`config.mk`:
```
export PLATFORM = sky130hd
export DESIGN_NAME = gate_sweep_controller
export DESIGN_NICKNAME = d
export VERILOG_FILES = /design/src/rtl/gate_sweep_pkg.sv /design/src/rtl/sweep_settle_timer.sv /design/src/rtl/gate_sweep_controller.sv
export SDC_FILE = /design/constraint.sdc
export NUM_CORES = 1
export LEC_CHECK = 0
export ABC_AREA = 0
export ABC_CLOCK_PERIOD_IN_PS = 3890
export CAP_MARGIN = 5
export CORE_MARGIN = 5
export CORE_UTILIZATION = 40
export CTS_CLUSTER_DIAMETER = 150
export DETAILED_ROUTE_END_ITERATION = 8
export GPL_TIMING_DRIVEN = 0
export PLACE_DENSITY = 0.73
export SLEW_MARGIN = 40
export SYNTH_ARGS = -nofsm -noshare
export SYNTH_HDL_FRONTEND = slang
export SYNTH_HIERARCHICAL = 1
export SYNTH_SLANG_ARGS = --single-unit
export TNS_END_PERCENT = 20
```
`constraint.sdc`:
```
create_clock -name clk -period 3.89 [get_ports clk]
set_clock_uncertainty 0.15 [all_clocks]
set_input_delay 0.778 -clock clk [delete_from_list [all_inputs] [get_ports clk]]
set_output_delay 0.778 -clock clk [all_outputs]
set_load 0.005 [all_outputs]
```
`src/rtl/gate_sweep_pkg.sv`:
```
// gate_sweep_pkg: shared state encoding, sweep length and expected-F rule
package gate_sweep_pkg;
  typedef enum logic [2:0] {IDLE, APPLY, SETTLE, SAMPLE, DONE} state_t;
  localparam int NUM_VEC = 16;
  function automatic logic exp_f(input logic [3:0] code);
    return code[1:0] != 2'b11;
  endfunction
endpackage

```
`src/rtl/sweep_settle_timer.sv`:
```
// sweep_settle_timer: loadable down-counter flagging the last settle cycle
module sweep_settle_timer #(
  parameter int W = 4
) (
  input  logic         clk,
  input  logic         rst,
  input  logic         load,
  input  logic [W-1:0] load_val,
  input  logic         dec,
  output logic         expire
);
  logic [W-1:0] cnt;
  // count down from the loaded value; the cycle holding 1 is the last one
  always_ff @(posedge clk)
    if (rst) cnt <= '0;
    else if (load) cnt <= load_val;
    else if (dec && cnt != '0) cnt <= cnt - W'(1);
  assign expire = cnt == W'(1);
endmodule

```
`src/rtl/gate_sweep_controller.sv`:
```
// gate_sweep_controller: sweeps all ABCD codes through a gate and checks F
module gate_sweep_controller
  import gate_sweep_pkg::*;
#(
  parameter int SETTLE_W = 4,
  parameter int NUM_VEC = 16
) (
  input  logic                clk,
  input  logic                rst,
  input  logic                start,
  input  logic                abort,
  input  logic [SETTLE_W-1:0] settle_cycles,
  input  logic                f_in,
  output logic [3:0]          abcd,
  output logic                busy,
  output logic                sample_valid,
  output logic [3:0]          vec_idx,
  output logic                f_sampled,
  output logic                mismatch,
  output logic [4:0]          mismatch_count,
  output logic                done,
  output logic                pass
);
  state_t state, nxt;
  logic [SETTLE_W-1:0] n_q;
  logic f_hold, expire, idle_like, go, last;
  assign idle_like = state == IDLE || state == DONE;
  assign go = idle_like && start && !abort;
  assign last = vec_idx == 4'(NUM_VEC - 1);
  assign busy = state == APPLY || state == SETTLE || state == SAMPLE;
  assign sample_valid = state == SAMPLE && !abort;
  assign f_sampled = state == SAMPLE ? f_in : f_hold;
  assign mismatch = sample_valid && (f_sampled != exp_f(abcd));
  assign done = state == DONE;
  assign pass = done && mismatch_count == 5'd0;
  sweep_settle_timer #(.W(SETTLE_W)) u_timer (
    .clk(clk),
    .rst(rst),
    .load(state == APPLY),
    .load_val(n_q),
    .dec(state == SETTLE),
    .expire(expire)
  );
  // state register
  always_ff @(posedge clk)
    if (rst) state <= IDLE;
    else state <= nxt;
  // next state; abort always returns to IDLE
  always_comb begin
    nxt = state;
    case (state)
      IDLE, DONE: nxt = abort ? IDLE : start ? APPLY : state;
      APPLY:      nxt = abort ? IDLE : SETTLE;
      SETTLE:     nxt = abort ? IDLE : expire ? SAMPLE : SETTLE;
      SAMPLE:     nxt = abort ? IDLE : last ? DONE : APPLY;
      default:    nxt = IDLE;
    endcase
  end
  // sweep datapath: code/index advance, settle latch, mismatch tally
  always_ff @(posedge clk)
    if (rst) begin
      n_q <= '0;
      vec_idx <= '0;
      abcd <= '0;
      mismatch_count <= '0;
      f_hold <= 1'b0;
    end else begin
      if (go) begin
        n_q <= settle_cycles == '0 ? SETTLE_W'(1) : settle_cycles;
        vec_idx <= '0;
        abcd <= '0;
        mismatch_count <= '0;
      end else if (busy && abort) abcd <= '0;
      else if (state == SAMPLE && !last) begin
        vec_idx <= vec_idx + 4'd1;
        abcd <= vec_idx + 4'd1;
      end
      if (mismatch && mismatch_count != 5'd31) mismatch_count <= mismatch_count + 5'd1;
      if (state == SAMPLE) f_hold <= f_in;
    end
endmodule

```
==> run metrics <==
setup violators final 0; placed instance count ~220; CP Class primary input to primary output; Syn. warnings 6; synthesized area per cell 8.833 um^2; net load switching power 0.1083 mW; wire per inst approximately 13 um; most used routing layer met2; largest stage delay on the critical path 0.54 ns; VDD IR max 153.5 uV; Iter 0 DRT Violations 47; GRT met2 Usage 0.2296; outcome finished clean; Post-Synthesis Cells 151; most frequent cell after synthesis dfxtp_1; Pint 0.3238 mW; CP startpoint kind primary input; n_diodes 0; Reg-to-Reg Start mismatch_count[0]$_SDFFE_PP0P_; clk sink count 25; power share of the sequential group 0.612; Detailed Routing Iterations Pass 1 7; H-tree levels 1; GPL Wtd Cong 0.8195; post-CTS setup buffer count 0; Tightest Pin Transition 0.6546 ns; Initial Util 0.4061; CTS root buffer clkbuf_4; die area 4589 um^2; met3 usage 0.01165; largest net degree at the start of global routing 14; Synth area leaders dfxtp_1, ha_1, nor2_1; hold_buf cts 0; setup TNS 0 ns; Post-CTS Resized 0; GRT Residual Overflow 0; fin area 1688 um^2; Top Ports 28; Bufs on Longest Clock Path 2; layout cells sized above 1 0.08791; vias in the first global route 1,133; post-route ant nets 0; FP Rows 21; nets 198; # Max-Cap Violations 0; post-synthesis net count 166; clock slew seen by the registers of the worst setup and hold paths between 0.1 and 0.15 ns; Critical path origin f_in; Post-synth ARST share 0; Switching Fraction 0.2507; post-synthesis register bit count 25; Yosys top cell area share 0.3752; Critical Path AT between 2 and 2.5 ns; power density over the cells roughly 260 nW/um^2; first-pass GRT wire length roughly 5000 um; Hold WC Path Type flip-flop to flip-flop; slowest CP cell clkdlybuf4s50_1; Max FO, Critical Path 3; period utilisation layout 0.8174; crit path time final 3.180 ns; Slew Limit Headroom 0.5627; total CTS buffers 3; Vias/cell 5.355; crit-path cells clkdlybuf4s50_1 > nand3_1 > a211oi_1 > clkdlybuf4s50_1; gr usage total 0.1425; crit path capture type primary output; die height 67.75 um; commonest cells in the netlist dfxtp_1, nor2_1, nand3_1; Req. time, crit path 2.96 ns; Logic pwr share 0.113; Top FF cell, synth dfxtp_1; Die X 67.75 um; clock latency on the worst-skew pair 0.32 ns; Tot Pwr 0.4321 mW; Core Area between 3000 and 4000 um^2; initial antenna violation count 0; post-synthesis instance area 1334 um^2; RSZ-0062 raised after global routing no; Slew Limit Fails 0; clock network fraction of total power 0.275; fin util 0.5139; Synth cell types 40; Hold Crit Start abcd[3]$_SDFFE_PP0P_; total wire length 2985 um; Hold Fails Final Rpt 0; cell seen most often among critical-path stages clkdlybuf4s50_1; drt drc 0; GR Util met1 0.1920; Post-DP HPWL 2237 um; dpl cell area 1662 um^2; sequential area share after synthesis 0.3752; Leak 0.6002 nW; vias after detailed routing 1,221; CTS tree built; Post-Layout Cell Count 228; Max Freq around 310 MHz; Post-synth EDFFs 0; Area Overhead vs Synth 26.55%; Buffers on Ports 27; leading area contributor after synthesis dfxtp_1
-- power groups by stage --
stage          logic [mW]  registers (mW)  clock network (mW)
5_1_grt            0.0537           0.266               0.133
2_1_floorplan      0.0300           0.269                   0
3_3_place_gp       0.0474           0.270                   0
3_5_place_dp       0.0485           0.270                   0
6_report           0.0487           0.265               0.119
4_1_cts            0.0488           0.265               0.123
-- cell type report --
type                    instances  area, um^2
plain buffers                   6       27.53
clock buffers                   4       26.28
fillers                       317        1597
inverters                       7       26.28
multi-input cells             113       779.5
flip-flops and latches         25       500.5
well taps                      46       57.56
repair buffers                 27       270.3
-- per-stage QoR --
step | worst slack [ns] | hold slack (ns)
after floorplan | 1.769 | 0.2983
after global placement | 0.7302 | 0.3288
after detailed placement | 0.7019 | 0.3349
after CTS | 0.6940 | 0.3607
after global routing | 0.6037 | 0.3873
final | 0.7104 | 0.3598
-- routing by layer --
layer	vias to the layer above	share of wire	wire length, um
met3	4	0.036	108
met2	28	0.46	1375
met1	574	0.49	1456
li1	615	-	-
met4	0	0.015	45
met5	-	0	0
-- final timing paths --
path,depth (start not counted),slack (ns),endpoint
worst max-delay path,4,0.71,mismatch
worst min-delay path,2,0.36,abcd[3]$_SDFFE_PP0P_
worst max register to register,6,1.69,mismatch_count[3]$_SDFFE_PP0P_
worst min register to register,2,0.36,abcd[3]$_SDFFE_PP0P_
-- kinds of logic after synthesis --
| logic type | synth area share |
|---|---|
| compound gates | 0.1904 |
| fa+ha+maj | 0.05628 |
| buf+inv | 0.04034 |
| mux | 0.03846 |
| simple gates | 0.2664 |
| flops | 0.3752 |
| xor+xnor | 0.03283 |
-- registers in the layout (all words and copies together) (netlist names) --
register,flops
abcd,4
f_hold,1
mismatch_count,5
n_q,4
state,3
u_timer/cnt,4
vec_idx,4
-- cell usage in the layout (no fill, tap or decap), types with 5 or more instances in the layout --
cell              n
nand2_1           8
nor3_1            9
nor2_1           17
dfxtp_1          25
ha_1              6
a211oi_1          6
a21oi_1           5
nand3_1          10
inv_1             7
clkdlybuf4s50_1  27
-- critical path: cells and delay by family --
| kind | cells | cell delay, ns |
|---|---|---|
| buf+inv | 2 | 1.05 |
| compound gates | 1 | 0.26 |
| simple gates | 1 | 0.16 |
Power figures use the tool's default switching activity.
